<file path="config.mk">
export PLATFORM = sky130hd
export DESIGN_NAME = mem_arbiter
export DESIGN_NICKNAME = d
export VERILOG_FILES = /design/src/rtl/mem_arbiter.sv
export SDC_FILE = /design/constraint.sdc
export NUM_CORES = 1
export LEC_CHECK = 0
export ABC_AREA = 1
export CAP_MARGIN = 0
export CORE_AREA = 2 2 207 209
export CTS_CLUSTER_SIZE = 24
export DETAILED_ROUTE_END_ITERATION = 7
export DIE_AREA = 0 0 209 211
export GPL_ROUTABILITY_DRIVEN = 0
export HOLD_SLACK_MARGIN = 0.03
export SYNTH_ARGS = -nofsm -noshare
export SYNTH_HDL_FRONTEND = slang
export SYNTH_SLANG_ARGS = --single-unit
</file>
<file path="constraint.sdc">
create_clock -name clk -period 3.7 [get_ports clk]
set_input_delay 0.74 -clock clk [delete_from_list [all_inputs] [get_ports clk]]
set_output_delay 0.74 -clock clk [all_outputs]
set_load 0.02 [all_outputs]
</file>
<file path="src/rtl/mem_arbiter.sv">
// mem_arbiter: serialises IFU reads and LSU reads/writes onto one memory
// slave port. Round-robin between IFU and LSU; an LSU write beats an LSU read.
// Exactly one transaction is in flight; each one returns to IDLE for a cycle.
module mem_arbiter #(
  parameter int ADDR_W = 32,
  parameter int DATA_W = 64,
  parameter int STRB_W = DATA_W / 8
) (
  input  logic              clk,
  input  logic              rst,
  // IFU read channels
  input  logic              ifu_arvalid_i,
  output logic              ifu_arready_o,
  input  logic [ADDR_W-1:0] ifu_araddr_i,
  output logic              ifu_rvalid_o,
  input  logic              ifu_rready_i,
  output logic [DATA_W-1:0] ifu_rdata_o,
  // LSU read channels
  input  logic              lsu_arvalid_i,
  output logic              lsu_arready_o,
  input  logic [ADDR_W-1:0] lsu_araddr_i,
  output logic              lsu_rvalid_o,
  input  logic              lsu_rready_i,
  output logic [DATA_W-1:0] lsu_rdata_o,
  // LSU write channels
  input  logic              lsu_awvalid_i,
  output logic              lsu_awready_o,
  input  logic [ADDR_W-1:0] lsu_awaddr_i,
  input  logic              lsu_wvalid_i,
  output logic              lsu_wready_o,
  input  logic [DATA_W-1:0] lsu_wdata_i,
  input  logic [STRB_W-1:0] lsu_wstrb_i,
  output logic              lsu_bvalid_o,
  input  logic              lsu_bready_i,
  // Memory slave channels
  output logic              mem_arvalid_o,
  input  logic              mem_arready_i,
  output logic [ADDR_W-1:0] mem_araddr_o,
  input  logic              mem_rvalid_i,
  output logic              mem_rready_o,
  input  logic [DATA_W-1:0] mem_rdata_i,
  output logic              mem_awvalid_o,
  input  logic              mem_awready_i,
  output logic [ADDR_W-1:0] mem_awaddr_o,
  output logic              mem_wvalid_o,
  input  logic              mem_wready_i,
  output logic [DATA_W-1:0] mem_wdata_o,
  output logic [STRB_W-1:0] mem_wstrb_o,
  input  logic              mem_bvalid_i,
  output logic              mem_bready_o,
  // Current owner of the slave port
  output logic [1:0]        grant_o
);

  // The state encoding doubles as the grant code seen outside.
  typedef enum logic [1:0] {
    IDLE   = 2'b00,
    RD_IFU = 2'b01,
    RD_LSU = 2'b10,
    WR_LSU = 2'b11
  } state_t;

  state_t state, state_nxt;
  logic   ar_done, aw_done, w_done;
  logic   last_lsu;
  logic   ifu_req, lsu_req, lsu_pick;

  assign grant_o = state;

  // State, per-transaction phase flags and round-robin history.
  // NOTE: sequential state uses non-blocking assignments so every register
  // samples the pre-edge values, independent of statement order.
  always_ff @(posedge clk) begin
    if (rst) begin
      state    <= IDLE;
      ar_done  <= 1'b0;
      aw_done  <= 1'b0;
      w_done   <= 1'b0;
      last_lsu <= 1'b0;
    end else begin
      state <= state_nxt;
      if (state == IDLE) begin
        // Every grant is entered from IDLE, so clearing here gives each
        // transaction a fresh set of flags.
        ar_done <= 1'b0;
        aw_done <= 1'b0;
        w_done  <= 1'b0;
        if (state_nxt != IDLE) last_lsu <= (state_nxt != RD_IFU);
      end else begin
        if (mem_arvalid_o && mem_arready_i) ar_done <= 1'b1;
        if (mem_awvalid_o && mem_awready_i) aw_done <= 1'b1;
        if (mem_wvalid_o  && mem_wready_i)  w_done  <= 1'b1;
      end
    end
  end

  // Arbitration, next state and the combinational channel routing.
  // NOTE: every output of this block gets a default first; a path that
  // leaves one unassigned would otherwise infer a latch.
  always_comb begin
    state_nxt     = state;
    ifu_req       = ifu_arvalid_i;
    lsu_req       = lsu_awvalid_i | lsu_arvalid_i;
    lsu_pick      = lsu_req & (~ifu_req | ~last_lsu);
    ifu_arready_o = 1'b0;
    ifu_rvalid_o  = 1'b0;
    ifu_rdata_o   = '0;
    lsu_arready_o = 1'b0;
    lsu_rvalid_o  = 1'b0;
    lsu_rdata_o   = '0;
    lsu_awready_o = 1'b0;
    lsu_wready_o  = 1'b0;
    lsu_bvalid_o  = 1'b0;
    mem_arvalid_o = 1'b0;
    mem_araddr_o  = '0;
    mem_rready_o  = 1'b0;
    mem_awvalid_o = 1'b0;
    mem_awaddr_o  = '0;
    mem_wvalid_o  = 1'b0;
    mem_wdata_o   = '0;
    mem_wstrb_o   = '0;
    mem_bready_o  = 1'b0;

    unique case (state)
      IDLE: begin
        if (lsu_pick)     state_nxt = lsu_awvalid_i ? WR_LSU : RD_LSU;
        else if (ifu_req) state_nxt = RD_IFU;
      end

      RD_IFU: begin
        mem_araddr_o  = ifu_araddr_i;
        mem_arvalid_o = ifu_arvalid_i & ~ar_done;
        ifu_arready_o = mem_arready_i & ~ar_done;
        if (ar_done) begin
          ifu_rvalid_o = mem_rvalid_i;
          mem_rready_o = ifu_rready_i;
          if (mem_rvalid_i) ifu_rdata_o = mem_rdata_i;
          if (mem_rvalid_i && ifu_rready_i) state_nxt = IDLE;
        end
      end

      RD_LSU: begin
        mem_araddr_o  = lsu_araddr_i;
        mem_arvalid_o = lsu_arvalid_i & ~ar_done;
        lsu_arready_o = mem_arready_i & ~ar_done;
        if (ar_done) begin
          lsu_rvalid_o = mem_rvalid_i;
          mem_rready_o = lsu_rready_i;
          if (mem_rvalid_i) lsu_rdata_o = mem_rdata_i;
          if (mem_rvalid_i && lsu_rready_i) state_nxt = IDLE;
        end
      end

      WR_LSU: begin
        // A pending LSU read stays parked (arready 0) until its own grant.
        mem_awaddr_o  = lsu_awaddr_i;
        mem_wdata_o   = lsu_wdata_i;
        mem_wstrb_o   = lsu_wstrb_i;
        mem_awvalid_o = lsu_awvalid_i & ~aw_done;
        lsu_awready_o = mem_awready_i & ~aw_done;
        mem_wvalid_o  = lsu_wvalid_i & ~w_done;
        lsu_wready_o  = mem_wready_i & ~w_done;
        if (aw_done && w_done) begin
          lsu_bvalid_o = mem_bvalid_i;
          mem_bready_o = lsu_bready_i;
          if (mem_bvalid_i && lsu_bready_i) state_nxt = IDLE;
        end
      end

      default: state_nxt = IDLE;
    endcase
  end

endmodule

</file>
==> Implementation_results.wiki, run 1 <==
{| class="wikitable"
! Metric !! Value
|-
| Overall die area || 0.0441 mm²
|-
| Top post-synthesis cells by area || sky130_fd_sc_hd__nand2_1, sky130_fd_sc_hd__inv_1, sky130_fd_sc_hd__nor2_1, sky130_fd_sc_hd__a21oi_1, sky130_fd_sc_hd__buf_6
|-
| Power density normalized to cell area || 138 mW/mm²
|-
| Final non-filler cell area || 0.00850 mm²
|-
| Routed Antenna Nets || 0
|-
| Synthesized instance count || 606
|-
| Leakage || 4.01 nW
|-
| CTS root buffer || sky130_fd_sc_hd__clkbuf_16
|-
| Area of the mapped netlist || 0.00266 mm²
|-
| Ant. Diodes || 0
|-
| Async set or reset register ratio after synthesis || 0%
|-
| Avg Vias per Cell || 3.14
|-
| CP endpoint kind || output port
|-
| Overall routing resource usage || 8.34%
|-
| Number of global-route vias before repair || 5040
|-
| Multiplexer share of the synthesized area || 0%
|-
| Critical Path Slowest Stage Cell || sky130_fd_sc_hd__clkdlybuf4s50_1
|-
| Total CTS buffers || 3
|-
| Wire length of the first global-routing pass || 29200 µm
|-
| Max stage delay on crit path || 0.61 ns
|-
| Sequential-to-total area share from yosys stat || 4.52%
|-
| Share of synthesized cell area in full adder, half adder and majority cells || 1.89%
|-
| Final setup violation count || 0
|-
| Cell count of the worst reg-to-reg path || 7
|-
| Endpoint of the worst hold path || last_lsu$_SDFFE_PP0P_
|-
| Worst Skew || 0.000194 ns
|-
| Syn Area/Cell || 4.38 µm²
|-
| Number of primary I/O pins || 524
|-
| DP Area || 0.00842 mm²
|-
| Critical Path RT || 2.96 ns
|-
| H-tree level count || 1
|-
| Floorplan core area || 0.0418 mm²
|-
| Pre-CTS worst setup slack || 0.313 ns
|-
| Top post-synthesis cells by count || sky130_fd_sc_hd__nand2_1, sky130_fd_sc_hd__inv_1, sky130_fd_sc_hd__nor2_1, sky130_fd_sc_hd__a21oi_1
|-
| Rel. slew slack || 52.0%
|-
| Number of filler cells placed in the layout || 4691
|-
| Count of flip-flops with a built-in enable after synthesis || 0
|-
| CTS tree || built
|-
| Combinational family with the most area after synthesis || simple AND/OR/NAND/NOR gates
|-
| Number of gates resized after CTS || 0
|-
| Layout net count || 1357
|-
| Max cap viols || 0
|-
| Peak VDD IR || 0.0000968 V
|-
| Simple-Gate Fraction of Synth Area || 50.1%
|-
| Source of the worst register-to-register timing path || grant_o[0]$_SDFF_PP0_
|-
| DIE HEIGHT || 211 µm
|-
| Sinks on Clock Net || 6
|-
| Wire length per cell || 12.3 µm
|-
| Initial DRT Pass Iterations || 4
|-
| Cell seen most often among critical-path stages || sky130_fd_sc_hd__clkdlybuf4s50_1
|-
| Critical register-to-register path endpoint || grant_o[0]$_SDFF_PP0_
|-
| Maximum number of pins on one net before global-route repair || 75
|-
| Leading cell type by number of instances after synthesis || sky130_fd_sc_hd__nand2_1
|-
| Starting density of the core || 6.36%
|-
| Status || finished, final reports clean
|-
| Share of the clock period used by the worst path || 91.1%
|-
| Maximum buffer depth of the clock tree || 2
|-
| Transition time at the pin with the least slew margin || 0.720 ns
|-
| Hold Path Cell Cnt || 2
|-
| Leading area contributor after synthesis || sky130_fd_sc_hd__nand2_1
|-
| Share of post-route cells with drive strength above 1 || 3.62%
|-
| Initial antenna violation count || 1
|-
| Post-route DRC violation count || 0
|-
| Final Routed Wirelength || 20200 µm
|-
| Worst path top cell family by delay || buffers and inverters
|-
| Worst path buffer plus inverter count || 4
|-
| Primary flip-flop cell chosen by synthesis mapping || sky130_fd_sc_hd__dfxtp_1
|-
| Flip-flop and latch count after synthesis || 6
|-
| Setup repair after global routing missed its margin || no
|-
| Setup TNS || 0 ns
|-
| Post-synth top area share || 26.2%
|-
| Post-synthesis share of cell area spent on xor and xnor gates || 0%
|-
| Startpoint-to-endpoint class of the critical path || in2out
|-
| Start point of the worst min-delay path || last_lsu$_SDFFE_PP0P_
|-
| Number of input and output port buffers inserted || 523
|-
| Buffers inserted by post-CTS timing repair || 0
|-
| Worst setup slack for register-to-register paths || 1.88 ns
|-
| Minimum setup slack in the final design || 0.329 ns
|-
| Final HPWL DP || 17900 µm
|-
| Post-Synthesis Net Count || 856
|-
| DRC marker count from the first detailed-route iteration || 205
|-
| Clock-pin transition on the worst setup and hold timing paths || 0.04 ns
|-
| Number of warning messages in the yosys log || 0
|-
| Time the worst path needs with I/O delays and setup || 3.37 ns
|-
| CP Data Arrival Time || 2.63 ns
|-
| Total count of hold-check failures in the final report || 0
|-
| Cell breakdown of the critical path || clkdlybuf4s50_1, nand2_2, nor2_4, inv_2, buf_12, nor2_1, clkdlybuf4s50_1
|-
| Fmax achieved || 0.297 GHz
|-
| Hold/Removal Path Class || reg2reg
|-
| Count of cell types in the netlist || 20
|-
| Via total after detailed routing || 5154
|-
| Compound-cell area share of the yosys netlist || 8.58%
|-
| Number of pins exceeding their max-slew limit in the final report || 0
|-
| Die width || 209 µm
|-
| Peak fanout along the critical path || 41
|-
| CP startpoint kind || input port
|-
| Standard-cell rows || 75
|-
| Post-CTS Hold Buffers || 0
|-
| Global route total overflow || 0
|-
| Area grow syn2layout || 220%
|-
| Clk_lat worst skew || 0.23 ns
|-
| Startpoint of the worst setup timing path || mem_rvalid_i
|}
-- worst max path at each step --
stage,to,depth (start not counted)
6_report,lsu_rdata_o[25],7
5_1_grt,lsu_rdata_o[16],7
4_1_cts,lsu_rdata_o[62],7
3_5_place_dp,lsu_rdata_o[25],7
3_3_place_gp,lsu_rdata_o[28],7
2_1_floorplan,lsu_rdata_o[10],8
-- state kept, by name (all words and copies together), names as in the netlist --
| name | cells |
|---|---|
| aw_done | 1 |
| w_done | 1 |
| grant_o | 2 |
| last_lsu | 1 |
| ar_done | 1 |
-- cells by family (layout without fill, tap and decap cells) --
logic type / after synthesis / after routing
simple gates: 334 / 334
buf+inv: 217 / 716
compound gates: 45 / 45
flops: 6 / 6
fa+ha+maj: 4 / 4
-- power breakdown --
group	internal (mW)	switching [mW]	total, mW
Combinational	0.467	0.443	0.910
Sequential	0.0716	0.00932	0.0810
Clock	0.139	0.0407	0.180
Total	0.678	0.493	1.17
-- tightest hold or removal path, delay by kind of cell, from the launching register on --
kind               cells  cell delay (ns)
DFF                    1             0.31
AOI/OAI and AO/OA      1             0.06
and+or+nand+nor        1             0.06
-- layout make-up --
cell class / count / area (µm²) / area share (%)
clock buffers: 3 / 75.1 / 0.884
inverters: 182 / 686 / 8.07
multi-input cells: 383 / 1620 / 19.1
flip-flops and latches: 6 / 120 / 1.41
well taps: 539 / 674 / 7.94
repair buffers: 531 / 5320 / 62.6
-- stage by stage --
stage | power [mW] | hold WS [ns] | std cells | utilization, %
final | 1.17 | 0.479 | 1644 | 20.3
after global routing | 1.25 | 0.516 | 1644 | 20.3
after CTS | 1.19 | 0.481 | 1644 | 20.3
after detailed placement | 1.00 | 0.475 | 1641 | 20.2
after global placement | 1.00 | 0.471 | 1641 | 20.2
after floorplan | 0.438 | 0.452 | 606 | -
-- layout by cell type, fill, tap and decap left out, drive strengths merged --
| master | netlist | layout |
|---|---|---|
| ha | 4 | 4 |
| o211ai | 1 | 1 |
| dfxtp | 6 | 6 |
| o21ai | 3 | 3 |
| clkdlybuf4s50 | 0 | 518 |
| buf | 28 | 13 |
| nand2 | 186 | 186 |
| nor3b | 2 | 2 |
| nor3 | 3 | 3 |
| nor2 | 138 | 138 |
| a21oi | 41 | 41 |
| nand3 | 4 | 4 |
| or2 | 1 | 1 |
| clkbuf | 7 | 3 |
| inv | 182 | 182 |
-- metal layers --
metal | vias up | share of wire [%] | GRT usage [%]
li1 | 2662 | - | -
met1 | 2221 | 41 | 10.2
met3 | 8 | 8.1 | 1.64
met4 | 2 | 0.52 | 0.813
met5 | - | 0.045 | 0
met2 | 261 | 51 | 15.5
No activity file was read; power rests on OpenSTA's default activity.
==> inputs of run 2 (changes only) <==
==> constraint.sdc (replaced) <==
create_clock -name clk -period 3.7 [get_ports clk]
set_input_delay 0.925 -clock clk [delete_from_list [all_inputs] [get_ports clk]]
set_output_delay 0.925 -clock clk [all_outputs]
set_load 0.02 [all_outputs]
==> run 2 against run 1 <==
Net effect:
- critical path type unchanged
- worst hold slack gained 0.016 ns
- critical endpoint is now lsu_rdata_o[47]
- highest routed layer unchanged
- first-iteration DRC count decreased by 7.8%
- core utilization up 0.50 points
- largest cell class unchanged
==> Implementation_results.wiki, run 2 (synthesis gave the netlist of run 1 again) <==
{| class="wikitable"
! Metric !! Value
|-
| Status || finished, final reports clean
|-
| CP Data Arrival Time || 2.72 ns (+0.09 ns)
|-
| Wire length of the first global-routing pass || 29200 µm (about the same)
|-
| Transition time at the pin with the least slew margin || 0.523 ns (-0.197 ns)
|-
| Switching power || 0.497 mW (+0.90%)
|-
| Number of global-route vias before repair || 5028 (-0.24%)
|-
| Final HPWL DP || 18100 µm (+1.4%)
|-
| Wire length per cell || 12.3 µm (+0.28%)
|-
| CTS root buffer || sky130_fd_sc_hd__clkbuf_16
|-
| Worst path buffer plus inverter count || 4 (unchanged)
|-
| Routed Antenna Nets || 0 (unchanged)
|-
| DIE HEIGHT || 211 µm (unchanged)
|-
| Sinks on Clock Net || 6 (unchanged)
|-
| Final setup violation count || 0 (unchanged)
|-
| Max stage delay on crit path || 0.62 ns (about the same)
|-
| Starting density of the core || 6.36% (unchanged)
|-
| Hold Path Cell Cnt || 2 (unchanged)
|-
| Internal Pwr Total || 0.692 mW (+2.1%)
|-
| Clock power share || 15.2% (-0.2 points)
|-
| Clock-pin transition on the worst setup and hold timing paths || 0.04 ns (about the same)
|-
| Rel. slew slack || 65.1% (+13 points)
|-
| Power density normalized to cell area || 137 mW/mm² (-0.85%)
|-
| Worst path top cell family by delay || buffers and inverters
|-
| Total CTS buffers || 3 (unchanged)
|-
| DRC marker count from the first detailed-route iteration || 189 (-7.8%)
|-
| CP startpoint kind || input port
|-
| Flip-flop count of the largest register after layout || 2 (unchanged)
|-
| Critical register-to-register path endpoint || grant_o[0]$_SDFF_PP0_
|-
| Number of filler cells placed in the layout || 4661 (-0.64%)
|-
| Maximum buffer depth of the clock tree || 2 (unchanged)
|-
| Post-route worst hold slack || 0.495 ns (+0.0162 ns)
|-
| Share of the clock period used by the worst path || 98.4% (+7.3 points)
|-
| H-tree level count || 1 (unchanged)
|-
| Number of pins exceeding their max-slew limit in the final report || 0 (unchanged)
|-
| DP Area || 0.00855 mm² (+1.6%)
|-
| Clk_lat worst skew || 0.23 ns (about the same)
|-
| Combinational group share of total power || 77.9% (+0.2 points)
|-
| Source of the worst register-to-register timing path || grant_o[0]$_SDFF_PP0_
|-
| Peak fanout along the critical path || 41 (unchanged)
|-
| Net switching fraction of the power || 41.8% (-0.28 points)
|-
| Die width || 209 µm (unchanged)
|-
| Worst Skew || 0.000824 ns (+0.000630 ns)
|-
| Worst setup slack for register-to-register paths || 1.92 ns (+0.04 ns)
|-
| Post-route DRC violation count || 0 (unchanged)
|-
| Worst setup endpoint || lsu_rdata_o[47]
|-
| Via total after detailed routing || 5147 (-0.14%)
|-
| Critical Path Slowest Stage Cell || sky130_fd_sc_hd__clkdlybuf4s50_1
|-
| Maximum number of pins on one net before global-route repair || 65 (-13%)
|-
| Leakage || 4.62 nW (+15%)
|-
| Time the worst path needs with I/O delays and setup || 3.64 ns (+0.269 ns)
|-
| Max cap viols || 0 (unchanged)
|-
| Cell breakdown of the critical path || clkdlybuf4s50_1, nand2_2, nor2_4, inv_2, buf_12, nor2_1, clkdlybuf4s50_1
|-
| Area grow syn2layout || 228%
|-
| Hold/Removal Path Class || reg2reg
|-
| Final Routed Wirelength || 20400 µm (+0.96%)
|-
| Post-CTS Hold Buffers || 0 (unchanged)
|-
| Number of primary I/O pins || 524 (unchanged)
|-
| Ant. Diodes || 0 (unchanged)
|-
| Final core utilization || 20.8% (+0.50 points)
|-
| Initial DRT Pass Iterations || 5 (+1)
|-
| Pwr Total || 1.19 mW (+1.6%)
|-
| Cell count along the critical path || 7 (unchanged)
|-
| Overall routing resource usage || 8.36% (+0.019 points)
|-
| Floorplan core area || 0.0418 mm² (unchanged)
|-
| Commonest non-fill, non-tap cell in the layout || sky130_fd_sc_hd__clkdlybuf4s50_1
|-
| Setup TNS || 0 ns (unchanged)
|-
| Layout net count || 1368 (+0.81%)
|-
| Fmax achieved || 0.275 GHz (-7.4%)
|-
| Overall die area || 0.0441 mm² (unchanged)
|-
| Buffers inserted by post-CTS timing repair || 0 (unchanged)
|-
| CTS tree || built
|-
| Cell count of the worst reg-to-reg path || 7 (unchanged)
|-
| Power share of the sequential group || 6.9% (about the same)
|-
| Cell seen most often among critical-path stages || sky130_fd_sc_hd__clkdlybuf4s50_1
|-
| Share of post-route cells with drive strength above 1 || 4.57% (+0.95 points)
|-
| Critical Path RT || 2.77 ns (-0.19 ns)
|-
| Peak VDD IR || 0.000108 V (+11%)
|-
| Startpoint of the worst setup timing path || mem_rvalid_i
|-
| Total count of hold-check failures in the final report || 0 (unchanged)
|-
| Standard-cell rows || 75 (unchanged)
|-
| Final non-filler cell area || 0.00870 mm² (+2.4%)
|-
| CP endpoint kind || output port
|-
| Commonest non-fill, non-tap cells in the layout || sky130_fd_sc_hd__clkdlybuf4s50_1, sky130_fd_sc_hd__nand2_1, sky130_fd_sc_hd__inv_1, sky130_fd_sc_hd__nor2_1, sky130_fd_sc_hd__a21oi_1
|-
| Global route total overflow || 0 (unchanged)
|-
| Initial antenna violation count || 1 (unchanged)
|-
| Startpoint-to-endpoint class of the critical path || in2out
|-
| Avg Vias per Cell || 3.11 (-0.80%)
|-
| Number of input and output port buffers inserted || 523 (unchanged)
|}
run 2: power by group through the flow:
stage	combinational, mW	sequential, mW	clock, mW
2_1_floorplan	0.355	0.0827	0
3_3_place_gp	0.935	0.0829	0
3_5_place_dp	0.938	0.0833	0
4_1_cts	0.944	0.0823	0.185
5_1_grt	1.00	0.0829	0.188
6_report	0.927	0.0815	0.181
run 2: worst min path at each step:
stage,slack [ns],start,endpoint
after global routing,0.52,last_lsu$_SDFFE_PP0P_,last_lsu$_SDFFE_PP0P_
after detailed placement,0.49,last_lsu$_SDFFE_PP0P_,last_lsu$_SDFFE_PP0P_
after CTS,0.49,last_lsu$_SDFFE_PP0P_,last_lsu$_SDFFE_PP0P_
final,0.49,aw_done$_SDFFE_PP0P_,aw_done$_SDFFE_PP0P_
after global placement,0.47,last_lsu$_SDFFE_PP0P_,last_lsu$_SDFFE_PP0P_
after floorplan,0.45,last_lsu$_SDFFE_PP0P_,last_lsu$_SDFFE_PP0P_
run 2: area by class of cell:
type                       instances  area, µm²  share of cell area (%)
tap                              539        674                    7.75
multi-input combinational        383       1620                    18.6
inverter                         182        688                    7.91
clock buffer                       3       75.1                   0.863
timing repair buffer             542       5530                    63.5
sequential                         6        120                    1.38
run 2: repair_timing:
item	CTS	global route
cloned	0	0
resized for setup	1	29
endpoints found under the setup margin	14	29
run 2: metal layers:
layer,vias to the layer above,global-route usage (%),share of wire (%)
li1,2682,-,-
met3,6,1.95,7.9
met2,253,15.4,51
met5,-,0,0.044
met1,2204,10.2,41
met4,2,0.714,0.29
run 2: tightest hold or removal path, cell delays in order (launching register included):
cell                      delay [ns]
sky130_fd_sc_hd__dfxtp_1        0.31
sky130_fd_sc_hd__inv_1          0.07
sky130_fd_sc_hd__a21oi_1        0.06
run 2: per-stage QoR:
| stage | instances | setup WS [ns] |
|---|---|---|
| 5_1_grt | 1655 | -0.0451 |
| 3_5_place_dp | 1652 | -0.0136 |
| 3_3_place_gp | 1652 | 0.0287 |
| 6_report | 1655 | 0.0596 |
| 2_1_floorplan | 606 | 1.03 |
| 4_1_cts | 1655 | 0.0407 |
==> inputs of run 3 (changes only) <==
Settings changed: GPL_TIMING_DRIVEN set to 0.
==> run 3 against run 2 <==
Net effect:
- first-iteration DRC count up 21%
- critical path depth down 3
- sequential share of layout area about the same
- sequential power down 2%
- power down 1.2%
- fmax up 2.4%
- clock power about the same
- critical endpoint is now ifu_arready_o
- largest cell class unchanged
==> Implementation_results.wiki, run 3 (synthesis gave the netlist of run 1 again) <==
{| class="wikitable"
! Metric !! Value
|-
| Ant. Diodes || 0 (unchanged)
|-
| Initial antenna violation count || 1 (unchanged)
|-
| H-tree level count || 1 (unchanged)
|-
| Power density normalized to cell area || 136 mW/mm² (-0.76%)
|-
| Worst setup slack for register-to-register paths || 2.04 ns (+0.12 ns)
|-
| Worst Skew || 0.00305 ns (+0.00223 ns)
|-
| Wire length of the first global-routing pass || 30500 µm (+4.7%)
|-
| Worst path top cell family by delay || buffers and inverters
|-
| Total count of hold-check failures in the final report || 0 (unchanged)
|-
| Avg Vias per Cell || 3.19 (+2.6%)
|-
| Max stage delay on crit path || 0.71 ns (+0.09 ns)
|-
| Clock-pin transition on the worst setup and hold timing paths || 0.04 ns (about the same)
|-
| Rel. slew slack || 63.6% (-1.5 points)
|-
| Maximum number of pins on one net before global-route repair || 11 (-83%)
|-
| Share of post-route cells with drive strength above 1 || 4.94% (+0.37 points)
|-
| Source of the worst register-to-register timing path || grant_o[0]$_SDFF_PP0_
|-
| Number of filler cells placed in the layout || 4681 (+0.43%)
|-
| Overall routing resource usage || 8.79% (+0.44 points)
|-
| Overall die area || 0.0441 mm² (unchanged)
|-
| Initial DRT Pass Iterations || 5 (unchanged)
|-
| Critical register-to-register path endpoint || grant_o[0]$_SDFF_PP0_
|-
| Commonest non-fill, non-tap cell in the layout || sky130_fd_sc_hd__clkdlybuf4s50_1
|-
| Number of input and output port buffers inserted || 523 (unchanged)
|-
| DIE HEIGHT || 211 µm (unchanged)
|-
| Area grow syn2layout || 226%
|-
| Endpoint of the worst hold path || aw_done$_SDFFE_PP0P_
|-
| CP endpoint kind || output port
|-
| Wire length per cell || 12.8 µm (+4.1%)
|-
| Number of pins exceeding their max-slew limit in the final report || 0 (unchanged)
|-
| Fmax achieved || 0.281 GHz (+2.4%)
|-
| Critical Path Slowest Stage Cell || sky130_fd_sc_hd__clkdlybuf4s50_1
|-
| CP startpoint kind || input port
|-
| Standard-cell rows || 75 (unchanged)
|-
| Flip-flop and latch area || 120 µm² (unchanged)
|-
| Footprint of the multi-input gates || 0.00161 mm² (-0.46%)
|-
| Cell seen most often among critical-path stages || sky130_fd_sc_hd__clkdlybuf4s50_1
|-
| Cell breakdown of the critical path || clkdlybuf4s50_1, inv_1, nor3_1, clkdlybuf4s50_1
|-
| Cell count of the worst reg-to-reg path || 6 (-1)
|-
| Flip-flop count of the largest register after layout || 2 (unchanged)
|-
| Critical Path RT || 2.77 ns (about the same)
|-
| Global route total overflow || 0 (unchanged)
|-
| DRC marker count from the first detailed-route iteration || 229 (+21%)
|-
| Final HPWL DP || 19300 µm (+6.3%)
|-
| Sinks on Clock Net || 6 (unchanged)
|-
| Commonest non-fill, non-tap cells in the layout || sky130_fd_sc_hd__clkdlybuf4s50_1, sky130_fd_sc_hd__nand2_1, sky130_fd_sc_hd__inv_1, sky130_fd_sc_hd__nor2_1, sky130_fd_sc_hd__dlygate4sd2_1
|-
| CP Data Arrival Time || 2.63 ns (-0.09 ns)
|-
| Starting density of the core || 6.36% (unchanged)
|-
| Setup repair after global routing missed its margin || no
|-
| Via total after detailed routing || 5336 (+3.7%)
|-
| Total CTS buffers || 3 (unchanged)
|-
| Die width || 209 µm (unchanged)
|-
| Hold/Removal Path Class || reg2reg
|-
| Floorplan core area || 0.0418 mm² (unchanged)
|-
| Number of global-route vias before repair || 5262 (+4.7%)
|-
| Startpoint-to-endpoint class of the critical path || in2out
|-
| Final Routed Wirelength || 21400 µm (+5.2%)
|-
| Transition time at the pin with the least slew margin || 0.540 ns (+0.0174 ns)
|-
| Hold Path Cell Cnt || 2 (unchanged)
|-
| Status || finished, final reports clean
|-
| Post-CTS Hold Buffers || 0 (unchanged)
|-
| Final setup violation count || 0 (unchanged)
|-
| Peak fanout along the critical path || 2 (-95%)
|-
| Layout net count || 1385 (+1.2%)
|-
| Post-route DRC violation count || 0 (unchanged)
|-
| Share of the clock period used by the worst path || 96.1% (-2.3 points)
|-
| Start point of the worst min-delay path || aw_done$_SDFFE_PP0P_
|-
| Routed Antenna Nets || 0 (unchanged)
|-
| Worst path buffer plus inverter count || 3 (-1)
|-
| CTS tree || built
|-
| Peak VDD IR || 0.0000989 V (-8.3%)
|-
| Number of primary I/O pins || 524 (unchanged)
|-
| Leakage || 5.33 nW (+15%)
|-
| Time the worst path needs with I/O delays and setup || 3.56 ns (-0.0847 ns)
|-
| Clk_lat worst skew || 0.23 ns (about the same)
|-
| Post-route worst hold slack || 0.488 ns (-0.00659 ns)
|-
| Max cap viols || 0 (unchanged)
|-
| Maximum buffer depth of the clock tree || 2 (unchanged)
|-
| Final core utilization || 20.7% (-0.099 points)
|-
| CTS root buffer || sky130_fd_sc_hd__clkbuf_16
|}
[run 3: cell count changes in the layout (fill, tap and decap cells not counted), moves of 12 or more]
| cell | before | now |
|---|---|---|
| sky130_fd_sc_hd__buf_6 | 0 | 12 |
| sky130_fd_sc_hd__dlygate4sd2_1 | 0 | 80 |
| sky130_fd_sc_hd__dlymetal6s2s_1 | 29 | 44 |
| sky130_fd_sc_hd__buf_4 | 17 | 1 |
| sky130_fd_sc_hd__buf_2 | 0 | 16 |
| sky130_fd_sc_hd__clkdlybuf4s50_1 | 489 | 399 |
[run 3: stage by stage]
stage                     setup TNS [ns]  setup slack (ns)  instances  power, mW  instance area (µm²)
after floorplan                        0              1.03        606      0.438                 2660
after global placement             -2.27            -0.194       1668       1.00                 8560
after detailed placement           -2.28            -0.213       1668       1.01                 8560
after CTS                              0          0.000162       1671       1.19                 8540
after global routing                   0            0.0202       1672       1.26                 8660
final                                  0             0.144       1672       1.17                 8660
[run 3: where the power goes]
part           leakage [nW]  switching, mW  internal, mW
sequential           0.0491        0.00828        0.0717
clock                0.0370         0.0408         0.139
combinational          5.25          0.453         0.462
[run 3: worst max-delay path by stage]
| stage | startpoint | endpoint | slack [ns] | cells past startpoint |
|---|---|---|---|---|
| 6_report | mem_arready_i | ifu_arready_o | 0.14 | 4 |
| 4_1_cts | mem_rvalid_i | ifu_rdata_o[42] | 0.0002 | 7 |
| 3_5_place_dp | mem_rvalid_i | lsu_rdata_o[18] | -0.21 | 7 |
| 5_1_grt | mem_rvalid_i | lsu_rdata_o[18] | 0.02 | 7 |
| 3_3_place_gp | mem_rvalid_i | lsu_rdata_o[18] | -0.19 | 7 |
| 2_1_floorplan | mem_rvalid_i | lsu_rdata_o[10] | 1.03 | 5 |
[run 3: repair_timing]
action / in CTS / in global routing
hold endpoints to repair: 0 / 0
endpoints found under the setup margin: 77 / 44
resized for setup: 81 / 44
setup buffers: 0 / 1
[run 3: tightest hold or removal path: stages, from the launching register on]
cell and delay, ns:
sky130_fd_sc_hd__dfxtp_1 0.31, sky130_fd_sc_hd__inv_1 0.07, sky130_fd_sc_hd__a21oi_1 0.06
[run 3: layout make-up]
cell class                 count  share of cell area, %
buffer                        35                   2.79
clock buffer                   3                  0.867
inverter                     182                   7.92
multi-input combinational    383                   18.6
sequential                     6                   1.39
tap                          539                   7.79
timing repair buffer         524                   60.6
[run 3: per-layer routing]
metal	wire, µm	part of all wire [%]	GRT usage (%)	up-vias
li1	-	-	-	2719
met1	8750	41	11.0	2306
met2	10900	51	16.1	302
met3	1720	8.0	1.74	9
met4	89	0.42	0.788	0
met5	0	0	0	-
